===== src/rtl/fpu_share_scheduler.sv =====
// Round-robin scheduler that time-shares one strobe-less FPU adder between N_REQ requesters.
// Operands are latched and held stable for FPU_LATENCY cycles before the result is sampled.
module fpu_share_scheduler #(
   parameter int N_REQ       = 4,
   parameter int FPU_LATENCY = 5,
   parameter int STATUS_W    = 4
) (
   input  logic                     clock_100Khz,
   input  logic                     reset,
   input  logic [N_REQ-1:0]         req_valid,
   input  logic [N_REQ-1:0]         req_sub,
   input  logic [N_REQ*32-1:0]      req_op_a,
   input  logic [N_REQ*32-1:0]      req_op_b,
   output logic [N_REQ-1:0]         req_ready,
   output logic [N_REQ-1:0]         resp_valid,
   input  logic [N_REQ-1:0]         resp_ready,
   output logic [31:0]              resp_data,
   output logic [STATUS_W-1:0]      resp_status,
   output logic [31:0]              fpu_op_a,
   output logic [31:0]              fpu_op_b,
   input  logic [31:0]              fpu_data_in,
   input  logic [STATUS_W-1:0]      fpu_status_in,
   output logic                     busy,
   output logic [$clog2(N_REQ)-1:0] grant_id
);

   localparam int IDW = $clog2(N_REQ);
   localparam int CW  = $clog2(FPU_LATENCY + 1);

   typedef enum logic [1:0] {IDLE, BUSY, RESP} state_t;

   state_t         state;
   logic [IDW-1:0] ptr;
   logic [CW-1:0]  cnt;
   logic [IDW-1:0] winner;
   logic           found;
   logic [31:0]    sel_a;
   logic [31:0]    sel_b;
   logic           sel_sub;

   // Search starts just after the last grant so every pending requester gets a turn.
   always_comb begin
      logic [IDW-1:0] idx;
      winner  = '0;
      found   = 1'b0;
      idx     = '0;
      sel_a   = '0;
      sel_b   = '0;
      sel_sub = 1'b0;
      for (int k = 1; k <= N_REQ; k++) begin
         idx = IDW'((int'(ptr) + k) % N_REQ);
         if (!found && req_valid[idx]) begin
            found  = 1'b1;
            winner = idx;
         end
      end
      for (int i = 0; i < N_REQ; i++) begin
         if (winner == IDW'(i)) begin
            sel_a   = req_op_a[32*i +: 32];
            sel_b   = req_op_b[32*i +: 32];
            sel_sub = req_sub[i];
         end
      end
   end

   // Gated by reset so every output reads zero while reset is held.
   assign req_ready = (reset && state == IDLE && found) ? (N_REQ'(1) << winner) : '0;

   always_ff @(posedge clock_100Khz or negedge reset) begin
      if (!reset) begin
         state       <= IDLE;
         ptr         <= IDW'(N_REQ - 1);
         cnt         <= '0;
         fpu_op_a    <= '0;
         fpu_op_b    <= '0;
         resp_valid  <= '0;
         resp_data   <= '0;
         resp_status <= '0;
         busy        <= 1'b0;
         grant_id    <= '0;
      end else begin
         case (state)
            IDLE: begin
               if (found) begin
                  fpu_op_a <= sel_a;
                  fpu_op_b <= {sel_b[31] ^ sel_sub, sel_b[30:0]};
                  grant_id <= winner;
                  ptr      <= winner;
                  cnt      <= CW'(FPU_LATENCY - 1);
                  busy     <= 1'b1;
                  state    <= BUSY;
               end
            end
            BUSY: begin
               // Operands have now been stable for FPU_LATENCY cycles.
               if (cnt == '0) begin
                  resp_data   <= fpu_data_in;
                  resp_status <= fpu_status_in;
                  resp_valid  <= N_REQ'(1) << grant_id;
                  state       <= RESP;
               end else begin
                  cnt <= cnt - 1'b1;
               end
            end
            RESP: begin
               if (resp_ready[grant_id]) begin
                  resp_valid <= '0;
                  busy       <= 1'b0;
                  state      <= IDLE;
               end
            end
            default: begin
               state <= IDLE;
               busy  <= 1'b0;
            end
         endcase
      end
   end

endmodule


===== config.mk =====
export PLATFORM = sky130hd
export DESIGN_NAME = fpu_share_scheduler
export DESIGN_NICKNAME = d
export VERILOG_FILES = /design/src/rtl/fpu_share_scheduler.sv
export SDC_FILE = /design/constraint.sdc
export NUM_CORES = 1
export LEC_CHECK = 0
export ABC_AREA = 0
export CORE_AREA = 2 2 161 163
export DETAILED_ROUTE_END_ITERATION = 8
export DIE_AREA = 0 0 163 165
export HOLD_SLACK_MARGIN = 0.05
export PLACE_DENSITY_LB_ADDON = 0.15
export SLEW_MARGIN = 10
export SYNTH_ARGS = -nofsm -noshare
export SYNTH_HDL_FRONTEND = slang
export SYNTH_SLANG_ARGS = --single-unit
export TNS_END_PERCENT = 1

===== constraint.sdc =====
create_clock -name clock_100Khz -period 1.8 [get_ports clock_100Khz]
set_input_delay 0.27 -clock clock_100Khz [delete_from_list [all_inputs] [get_ports clock_100Khz]]
set_output_delay 0.27 -clock clock_100Khz [all_outputs]
set_load 0.005 [all_outputs]

==> run metrics <==
# setup viols final 69; Max Slew Vio Count 0; Fill cells 2,385; Synth cell types 44; setup slack after layout -0.2875 ns; final wirelength 26,080 µm; WP data required ~2.1 ns; hold crit path type in2reg; die extent in x 163 µm; Core Area 25,040 µm²; nets 1,419; register area share after synthesis 0.4269; Power Density 1504 nW/µm²; grt ovf 0; Mapped Nets 973; GRT Total Usage 0.1888; kind of critical path reg2reg; Slowest cell on crit path dfstp_2; share of layout cells above drive strength 1 0.1868; Post-synth EDFFs 0; I/O Buffers 416; Post-Syn Area per Cell 10.06 µm²; Ys Warns 0; met1 Use GR 0.2154; Synth top area share 0.4191; Clk pin slew, worst setup/hold paths 0.06 ns; status complete, but fails checks; initial antenna violation count 3; max incr delay on CP about 0.56 ns; most frequent cell after synthesis nand2_1; max-cap check violation count 0; Post-synth top cells nand2_1, mux2i_1, dfrtp_1; Initial Utilization 0.2671; worst path arrival time roughly 2.4 ns; reg2reg end fpu_op_b[31]$_DFFE_PN0P_; worst vdd ir 0.6926 mV; row cnt 58; Slew @ Worst Pin roughly 0.65 ns; WL per Instance 17.90 µm; Worst Skew 0.006853 ns; Synth Flop Type dfrtp_1; R2R Setup Slk -0.29 ns; vias per cell 4.450; minimum clock period 2.087 ns; worst-skew pair later-pin latency ~0.41 ns; Max-Slew Margin vs Limit 0.5648; CTS Buffer Depth 2; DR iter-0 viols 161; Synth Instances 665; TNS Setup -16.71 ns; Seq cells post-synth around 110; Root Buffer clkbuf_16; antenna viol nets, final 0; first drt pass iteration count 4; final core utilization 0.4941; Pleak 5.540 nW; Die H 165 µm; routability cong. 0.7745; Mapped Area 6688 µm²; CTS buffer count 17; Layout area overhead 84.98%; I/O Pins 417; Vias 6,483; vias in the first global route 6,717; beginning of the worst register-to-register path ptr[0]$_DFFE_PN1P_; CTS tree built; CP max FO 9; failing checks setup timing; M3 GR Usage 0.06128; Worst Path Buf+Inv 4; Final period util 1.160; most used routing layer met2; Fin. Hold Viols 0; CTS sink cnt roughly 110; largest net degree at the start of global routing approximately 120; Worst Hold Path EP resp_data[15]$_DFFE_PN0P_; Worst Min Path Start fpu_data_in[15]; asr flop ratio synth 1.000; Worst Setup End Kind flop; post-synth top area cell dfrtp_1; Power, Total ~0.019 W; Startpoint Class flop; Max Clock Freq 479.0 MHz; die footprint between 20,000 and 30,000 µm²; hpwl dp 20,000 µm; top post-synthesis cells by area dfrtp_1, mux2i_1, mux2_2; cell count of the worst reg-to-reg path 9; Worst Hold Depth 3; cell family with most CP delay simple AND/OR/NAND/NOR gates; drc violations 0; met2 Resource Use GR 0.3346; CP cell instances buf_4 > nor3b_2 > a211oi_4 > buf_6 > buf_8 > buf_12 > nor2_1 > or4_1 > o211ai_1; H-tree Lvls 4; first-pass GRT wire length around 38,000 µm; RSZ-0062 raised after global routing yes
## what timing repair did
action | CTS | global route
hold endpoints to repair | 79 | 0
gates resized for setup | 45 | 32
setup buffers | 5 | 0
endpoints found under the setup margin | 70 | 74
cloned | 2 | 0
hold buffers | 1 | 0
pin swaps | 7 | 2
## power breakdown
part | switching [W] | internal [W] | leakage [nW]
Combinational | 0.00439 | 0.00595 | 3.84
Clock | 0.00124 | 0.00246 | 0.305
Sequential | 0.000695 | 0.00386 | 1.39
## area by class of cell
type	count	area [µm²]	area share
Sequential cell	114	2856	0.2309
Multi-Input combinational cell	499	3626	0.2931
Tap cell	330	412.9	0.03338
Antenna cell	3	7.507	0.0006069
Timing Repair Buffer	472	4801	0.3881
Clock inverter	9	152.6	0.01234
Clock buffer	23	488.0	0.03945
Inverter	7	26.28	0.002124
## metrics by stage
step / area (µm²) / hold slack, ns / setup WS, ns / cells
4_1_cts: 12240 / 0.3621 / -0.3165 / 1454
3_5_place_dp: 11420 / 0.4522 / -0.6630 / 1414
3_3_place_gp: 11420 / 0.4567 / -0.6625 / 1414
2_1_floorplan: 6694 / -0.02559 / -0.05326 / 665
6_report: 12370 / 0.3826 / -0.2875 / 1457
5_1_grt: 12370 / 0.3760 / -0.3699 / 1456
## layout by cell type (no fill, tap or decap), types with 2 or more instances in the layout
master / instances
a21oi_1: 5
buf_12: 12
buf_16: 2
buf_2: 4
buf_4: 33
buf_6: 7
buf_8: 2
bufinv_16: 4
clkbuf_1: 2
clkbuf_16: 17
clkbuf_8: 4
clkdlybuf4s50_1: 409
clkinv_2: 2
clkinvlp_4: 3
dfrtp_1: 111
dfstp_2: 2
diode_2: 3
dlymetal6s2s_1: 2
ha_1: 2
inv_1: 5
inv_2: 2
mux2_2: 63
mux2i_1: 124
mux2i_2: 2
nand2_1: 187
nand2_4: 2
nor2_1: 9
nor2b_1: 2
nor3_1: 2
nor3_2: 2
o21ai_0: 7
o21ai_1: 28
o21ai_2: 35
xor2_1: 3
## worst max path at each step
stage	slack, ns	start	depth (start not counted)	endpoint
global route	-0.37	ptr[0]$_DFFE_PN1P_	9	fpu_op_b[19]$_DFFE_PN0P_
detailed placement	-0.66	req_valid[3]	8	fpu_op_b[3]$_DFFE_PN0P_
CTS	-0.32	ptr[0]$_DFFE_PN1P_	6	req_ready[1]
floorplan	-0.05	ptr[0]$_DFFE_PN1P_	6	fpu_op_b[31]$_DFFE_PN0P_
global placement	-0.66	req_valid[1]	8	fpu_op_b[3]$_DFFE_PN0P_
finish	-0.29	ptr[0]$_DFFE_PN1P_	9	fpu_op_b[31]$_DFFE_PN0P_
## flip-flops by register name (all words and copies together), names as in the netlist
register     cells
ptr              2
fpu_op_a        32
state            2
grant_id         2
busy             1
resp_status      4
fpu_op_b        32
resp_data       32
resp_valid       4
cnt              3
## worst min-delay path: cells and delay by family
kind	cells	cell delay, ns
buffers and inverters	1	0.39
and+or+nand+nor	2	0.09
## logic make-up after synthesis
group,synth area share
simple gates,0.1259
mux,0.2980
flops,0.4269
compound gates,0.07708
buf+inv,0.06305
xor+xnor,0.005239
fa+ha+maj,0.003741
## per-layer routing
layer | routed length [µm] | vias to the layer above
li1 | - | 3197
met1 | 10420 | 3007
met2 | 13200 | 250
met3 | 2005 | 29
met4 | 460 | 0
met5 | 0 | -
Power figures use the tool's default switching activity.
